$ cat src/rtl/morse_pkg.sv
// Shared Morse definitions: key-timing FSM states and unit multiples for symbols and gaps.
package morse_pkg;

  typedef enum logic [1:0] {
    IDLE  = 2'd0,
    PRESS = 2'd1,
    GAP   = 2'd2
  } key_state_e;

  localparam int DASH_UNITS     = 2;
  localparam int CHAR_GAP_UNITS = 3;
  localparam int WORD_GAP_UNITS = 7;

  // One counter serves both press duration and gap length; the word gap is the longest span.
  function automatic int cnt_width(input int unit_cycles);
    return $clog2(WORD_GAP_UNITS * unit_cycles + 1);
  endfunction

endpackage

$ cat src/rtl/morse_key_decoder_if.sv
// Straight-key input and decoded symbol/space strobes of the Morse front end.
interface morse_key_decoder_if;
  logic key;
  logic key_level;
  logic dot_inp;
  logic dash_inp;
  logic char_space_inp;
  logic word_space_inp;

  modport master (
    output key,
    input  key_level,
    input  dot_inp,
    input  dash_inp,
    input  char_space_inp,
    input  word_space_inp
  );

  modport slave (
    input  key,
    output key_level,
    output dot_inp,
    output dash_inp,
    output char_space_inp,
    output word_space_inp
  );
endinterface

$ cat src/rtl/key_debounce.sv
// Two-flop synchroniser followed by a debouncer that accepts a level change only after
// DEBOUNCE_CYCLES consecutive cycles of disagreement with the current level.
module key_debounce #(
  parameter int DEBOUNCE_CYCLES = 50_000
) (
  input  logic clk,
  input  logic rst,
  input  logic key,
  output logic key_level
);

  localparam int DB_W = (DEBOUNCE_CYCLES > 1) ? $clog2(DEBOUNCE_CYCLES) : 1;
  localparam logic [DB_W-1:0] DB_LAST = DB_W'(DEBOUNCE_CYCLES - 1);

  logic            sync_p0;
  logic            sync_p1;
  logic [DB_W-1:0] db_cnt;

  // Stage boundary: synchroniser, then debounced level
  always_ff @(posedge clk or negedge rst) begin
    if (!rst) begin
      sync_p0   <= 1'b0;
      sync_p1   <= 1'b0;
      db_cnt    <= '0;
      key_level <= 1'b0;
    end else begin
      sync_p0 <= key;
      sync_p1 <= sync_p0;
      if (sync_p1 == key_level) begin
        db_cnt <= '0;
      end else if (db_cnt == DB_LAST) begin
        db_cnt    <= '0;
        key_level <= sync_p1;
      end else begin
        db_cnt <= db_cnt + DB_W'(1);
      end
    end
  end

endmodule

$ cat src/rtl/morse_key_decoder.sv
// Straight-key decoder: classifies debounced presses as dot/dash and silences as
// character/word spaces, each reported as a single registered one-cycle strobe.
module morse_key_decoder
  import morse_pkg::*;
#(
  parameter int UNIT_CYCLES     = 1_000_000,
  parameter int DEBOUNCE_CYCLES = 50_000
) (
  input  logic                clk,
  input  logic                rst,
  morse_key_decoder_if.slave  kif
);

  localparam int CNT_W = cnt_width(UNIT_CYCLES);
  localparam logic [CNT_W-1:0] DASH_LEN = CNT_W'(DASH_UNITS * UNIT_CYCLES);
  localparam logic [CNT_W-1:0] CHAR_LEN = CNT_W'(CHAR_GAP_UNITS * UNIT_CYCLES);
  localparam logic [CNT_W-1:0] WORD_LEN = CNT_W'(WORD_GAP_UNITS * UNIT_CYCLES);

  logic             key_level;
  key_state_e       state;
  key_state_e       state_nxt;
  logic [CNT_W-1:0] cnt;
  logic [CNT_W-1:0] cnt_nxt;
  logic [CNT_W-1:0] cnt_inc;
  logic             dot_nxt;
  logic             dash_nxt;
  logic             char_nxt;
  logic             word_nxt;
  logic             dot_p0;
  logic             dash_p0;
  logic             char_p0;
  logic             word_p0;

  key_debounce #(
    .DEBOUNCE_CYCLES(DEBOUNCE_CYCLES)
  ) u_key_debounce (
    .clk       (clk),
    .rst       (rst),
    .key       (kif.key),
    .key_level (key_level)
  );

  always_comb begin
    state_nxt = state;
    cnt_nxt   = cnt;
    cnt_inc   = cnt + CNT_W'(1);
    dot_nxt   = 1'b0;
    dash_nxt  = 1'b0;
    char_nxt  = 1'b0;
    word_nxt  = 1'b0;
    case (state)
      IDLE: begin
        if (key_level) begin
          state_nxt = PRESS;
          cnt_nxt   = CNT_W'(1);
        end
      end
      PRESS: begin
        if (key_level) begin
          // Saturating at the dash threshold is enough to classify arbitrarily long presses
          if (cnt < DASH_LEN) cnt_nxt = cnt_inc;
        end else begin
          state_nxt = GAP;
          cnt_nxt   = '0;
          if (cnt < DASH_LEN) dot_nxt  = 1'b1;
          else                dash_nxt = 1'b1;
        end
      end
      GAP: begin
        // A new press wins over a space threshold reached on the same cycle
        if (key_level) begin
          state_nxt = PRESS;
          cnt_nxt   = CNT_W'(1);
        end else begin
          cnt_nxt = cnt_inc;
          if (cnt_inc == CHAR_LEN) char_nxt = 1'b1;
          if (cnt_inc == WORD_LEN) begin
            word_nxt  = 1'b1;
            state_nxt = IDLE;
          end
        end
      end
      default: state_nxt = IDLE;
    endcase
  end

  // Stage boundary: FSM state, shared counter and registered strobes
  always_ff @(posedge clk or negedge rst) begin
    if (!rst) begin
      state   <= IDLE;
      cnt     <= '0;
      dot_p0  <= 1'b0;
      dash_p0 <= 1'b0;
      char_p0 <= 1'b0;
      word_p0 <= 1'b0;
    end else begin
      state   <= state_nxt;
      cnt     <= cnt_nxt;
      dot_p0  <= dot_nxt;
      dash_p0 <= dash_nxt;
      char_p0 <= char_nxt;
      word_p0 <= word_nxt;
    end
  end

  assign kif.key_level      = key_level;
  assign kif.dot_inp        = dot_p0;
  assign kif.dash_inp       = dash_p0;
  assign kif.char_space_inp = char_p0;
  assign kif.word_space_inp = word_p0;

endmodule

$ cat src/flat_wrapper.sv
// flat-port wrapper written by rule: the top's interface ports become plain ports
module morse_key_decoder_flat import morse_pkg::*;
#(
  parameter int UNIT_CYCLES     = 1_000_000,
  parameter int DEBOUNCE_CYCLES = 50_000
)
  (clk, rst, kif_key, kif_key_level, kif_dot_inp, kif_dash_inp, kif_char_space_inp, kif_word_space_inp);
  morse_key_decoder_if kif_i ();
  input  logic clk;
  input  logic rst;
  input wire logic [$bits(kif_i.key)-1:0] kif_key;
  output wire logic [$bits(kif_i.key_level)-1:0] kif_key_level;
  output wire logic [$bits(kif_i.dot_inp)-1:0] kif_dot_inp;
  output wire logic [$bits(kif_i.dash_inp)-1:0] kif_dash_inp;
  output wire logic [$bits(kif_i.char_space_inp)-1:0] kif_char_space_inp;
  output wire logic [$bits(kif_i.word_space_inp)-1:0] kif_word_space_inp;
  assign kif_i.key = kif_key;
  assign kif_key_level = kif_i.key_level;
  assign kif_dot_inp = kif_i.dot_inp;
  assign kif_dash_inp = kif_i.dash_inp;
  assign kif_char_space_inp = kif_i.char_space_inp;
  assign kif_word_space_inp = kif_i.word_space_inp;
  morse_key_decoder #(.UNIT_CYCLES(UNIT_CYCLES), .DEBOUNCE_CYCLES(DEBOUNCE_CYCLES)) u_core (.clk(clk), .rst(rst), .kif(kif_i));
endmodule
$ cat config.mk
export PLATFORM = sky130hd
export DESIGN_NAME = morse_key_decoder_flat
export DESIGN_NICKNAME = d
export VERILOG_FILES = /design/src/rtl/morse_pkg.sv /design/src/rtl/morse_key_decoder_if.sv /design/src/rtl/key_debounce.sv /design/src/rtl/morse_key_decoder.sv /design/src/flat_wrapper.sv
export SDC_FILE = /design/constraint.sdc
export NUM_CORES = 1
export LEC_CHECK = 0
export CORE_AREA = 2 2 95 97
export CTS_CLUSTER_DIAMETER = 150
export DETAILED_ROUTE_END_ITERATION = 10
export DIE_AREA = 0 0 97 99
export GPL_ROUTABILITY_DRIVEN = 0
export PLACE_DENSITY = 0.62
export SYNTH_ARGS = -nofsm -noshare
export SYNTH_HDL_FRONTEND = slang
export SYNTH_HIERARCHICAL = 1
export SYNTH_SLANG_ARGS = --single-unit
export TNS_END_PERCENT = 20
$ cat constraint.sdc
create_clock -name clk -period 2.7 [get_ports clk]
set_input_delay 0.54 -clock clk [delete_from_list [all_inputs] [get_ports clk]]
set_output_delay 0.54 -clock clk [all_outputs]
set_load 0.1 [all_outputs]
==> reports/metrics.yaml <==
outcome:
  run_status: "finished clean"
timing:
  fin_worst_skew_ns: 0.009811
  finalCritPeriodShare_pct: 96.47
  post-route-min-period_ns: 2.605
  tightestPinTransition_ns: 0.6362
  fmax_ghz: 0.3839
  setup_viol: 0
  hold_violations: 0
  layout_setup_ws_ns: 0.09521
  drv_slew: 0
  slew_headroom_pct: 57.59
routing:
  firstDrtPassIters: 5
  route.detailed.drc: 0
  drt_iter0_markers: 103
  wire_per_inst_um: 14.74
  vias: 2519
  antenna_left: 0
  finalWirelength_mm: 6.795
  vias_per_cell: 5.464
synthesis:
  ys_seq_area_share_pct: 40.68
  syn_area_um2: 2953
  syn_nets: 336
  yosys.area.top_type_share_pct: 40.68
  synth_compound_area_share_pct: 15.38
  synthSimpleGateAreaFrac_pct: 29.07
  ys_warn_count: 6
  yosys-top-cells-area: "dfrtp_1 41%, xnor2_1 5.3%, nor2_1 5.1%, o21ai_0 4.4%, o31ai_1 4.1%"
  synth-main-ff-cell: "dfrtp_1"
  synthMuxAreaShare_pct: 0.8475
  synth_cells: 326
  async_reset_ff_share_pct: 100.0
  synth_top_family_by_area: "simple AND/OR/NAND/NOR gates"
  synth-xor-area-share_pct: 7.415
  synth_seq_cells: 48
  avgSynthCellArea_um2: 9.058
  synth_edf_count: 0
  synth_adder_area_share_pct: 2.966
  synth_cell_types: 59
  synth_area_leader_cell: "dfrtp_1"
clock_tree:
  cts_root_buf: "clkbuf_8"
  cts_hold_buf: 0
  cts_buffers: 5
  cts_num_sinks: 48
  cts.clk_slew.worst_paths_ns: 0.09
  cts_tree: "yes"
  clkLatencyLatePin_ns: 0.30
  clockBufferDepth: 2
  cts_max_level: 2
layout:
  antenna_cells: 0
  final_cells: 461
  final_area_um2: 3465
  drive_above_1_share_pct: 18.41
  fill_cells: 837
  nNetsFinal: 362
  seq_area_um2: 1206
  area_delta_synth_final_pct: 17.33
  multi_input_area_um2: 1707
worst_setup_path:
  critPathLaunchType: "register"
  r2r_cells: 8
  rr_endpoint: "u_core/state[0]"
  slowest_delay_ns: 0.50
  worst-setup-path-type: "register to register"
  path_max_fanout: 7
  r2r-start: "u_core/cnt[1]"
  cp_common_cell: "o31a_1"
  reg2reg_slack_ns: 0.1
  cp.required_ns: 2.90
  crit_slowest_cell: "or4_1"
  path_cells: "ha_4 > a21boi_1 > a21oi_1 > o31a_1 > or4_1 > or4_4 > o31a_1 > a22o_1"
  worstSetupEndpointType: "register"
  worstPathArrival_ns: 2.80
power_and_ir_drop:
  total_power_uw: 1281
  clkPwrFrac_pct: 40.8
  p_leak_uw: 0.001417
  p_int_uw: 1007
  pwr-share-comb_pct: 2.3
  swShare_pct: 21.39
  power.density_nw_per_um2: 369.6
  power_switching_uw: 273.9
  power.share.sequential_pct: 56.9
  vdd_drop_max_v: 0.0001520
floorplan:
  die_w_um: 97
  io_pins: 8
  die_h_um: 99
  num_rows: 34
  dieArea_um2: 9603
  initial_core_util_pct: 34.53
  core-area_um2: 8551
place:
  dpl_cell_area_um2: 3298
  io_buffers: 7
  detailedPlace.worstSlack_ns: 0.003454
  dp_hpwl_mm: 4.861
  dp.cells: 452
job:
  cap_violations: 0
min_path:
  hold_path.class: "primary input to async pin"
grt:
  track_usage_pct: 14.41
  grt_pass1_vias: 2406
  grt_pass1_wl_mm: 11.56
  grt_remaining_overflow: 0
  grt_max_degree: 28
  antenna_found_initial: 0
==> area by class of cell <==
| class | instances | share of cell area [%] |
|---|---|---|
| multi-input combinational | 254 | 49.26 |
| sequential | 48 | 34.81 |
| timing repair buffer | 35 | 7.945 |
| tap | 108 | 3.900 |
| clock buffer | 5 | 1.986 |
| clock inverter | 3 | 1.228 |
| inverter | 8 | 0.8667 |
==> registers in the layout, indices dropped and copies added (netlist names) <==
| signal | cells |
|---|---|
| u_core/u_key_debounce/sync_p1 | 1 |
| u_core/u_key_debounce/sync_p0 | 1 |
| u_core/u_key_debounce/key_level | 1 |
| u_core/kif.word_space_inp | 1 |
| u_core/cnt | 23 |
| u_core/kif.dot_inp | 1 |
| u_core/kif.dash_inp | 1 |
| u_core/state | 2 |
| u_core/u_key_debounce/db_cnt | 16 |
| u_core/kif.char_space_inp | 1 |
==> routing by layer <==
metal	wire length (um)	share of wire, %	global-route usage (%)
met3	249	3.7	2.624
met4	68	1.0	3.467
met1	3348	49	19.88
met5	0	0	0
met2	3128	46	23.61
==> cells in the mapped netlist, drive strengths merged (2+ instances only) <==
| library cell | count |
|---|---|
| dfrtp | 48 |
| nor2 | 40 |
| o21ai | 26 |
| nand2 | 22 |
| xnor2 | 18 |
| nand3 | 16 |
| o31ai | 16 |
| nor3 | 14 |
| nand4 | 13 |
| clkbuf | 9 |
| nor4 | 9 |
| inv | 8 |
| a21oi | 7 |
| buf | 7 |
| ha | 7 |
| nand2b | 7 |
| nor2b | 7 |
| xor2 | 7 |
| and3 | 4 |
| o41ai | 4 |
| or4 | 4 |
| a211oi | 3 |
| a31oi | 2 |
| and4 | 2 |
| o31a | 2 |
| or2 | 2 |
| or3 | 2 |
==> through the flow <==
step,hold WS (ns),util (%),setup TNS [ns]
after floorplan,0.2444,-,0
after global placement,0.3443,38.57,0
after detailed placement,0.3396,38.57,0
after CTS,0.2709,39.87,0
after global routing,0.2885,40.52,-0.03880
final,0.2466,40.52,0
==> logic make-up (layout without fill, tap and decap cells) <==
kind of cell | after synthesis | in the layout
simple gates | 150 | 150
compound gates | 70 | 70
flops | 48 | 48
xor+xnor | 25 | 25
buf+inv | 24 | 51
fa+ha+maj | 7 | 7
mux | 2 | 2
==> worst max-delay path by stage <==
stage	startpoint	end	depth (start not counted)
after floorplan	u_core/cnt[0]	u_core/state[0]	8
after global placement	u_core/cnt[0]	u_core/state[1]	8
after detailed placement	u_core/cnt[0]	u_core/state[1]	8
after CTS	u_core/cnt[0]	u_core/state[0]	8
after global routing	u_core/cnt[1]	u_core/state[0]	8
final	u_core/cnt[1]	u_core/state[0]	8
==> power by group through the flow <==
stage / Clock, uW / Combinational [uW] / Sequential, uW
floorplan: 0 / 10.5 / 742
global placement: 0 / 31.7 / 742
detailed placement: 0 / 31.4 / 743
CTS: 541 / 31.6 / 728
global route: 574 / 35.4 / 730
finish: 522 / 30.0 / 728
==> critical path, delay by kind of cell, from the launching register on <==
kind	cells	cell delay (ns)
AOI/OAI and AO/OA	5	0.95
adders and majority gates	1	0.18
DFF	1	0.39
and+or+nand+nor	2	0.99
==> layout by cell type (no fill, tap or decap), types with 3 or more instances in the layout <==
| cell type | instances |
|---|---|
| a211oi_1 | 3 |
| a21oi_1 | 7 |
| and3_1 | 3 |
| buf_4 | 32 |
| clkbuf_8 | 5 |
| dfrtp_1 | 44 |
| dfrtp_2 | 4 |
| ha_1 | 6 |
| inv_1 | 8 |
| nand2_1 | 21 |
| nand2b_1 | 7 |
| nand3_1 | 15 |
| nand4_1 | 11 |
| nor2_1 | 40 |
| nor2b_1 | 7 |
| nor3_1 | 11 |
| nor4_1 | 7 |
| o21ai_0 | 26 |
| o31ai_1 | 16 |
| o41ai_1 | 3 |
| or4_4 | 3 |
| xnor2_1 | 18 |
| xor2_1 | 7 |
==> timing repair <==
item / in CTS / in global routing
endpoints found under the setup margin: 1 / 11
pin swaps: 0 / 1
buffers inserted: 0 / 1
resized for setup: 1 / 11
Note: power is estimated with default switching activity, not from simulation.
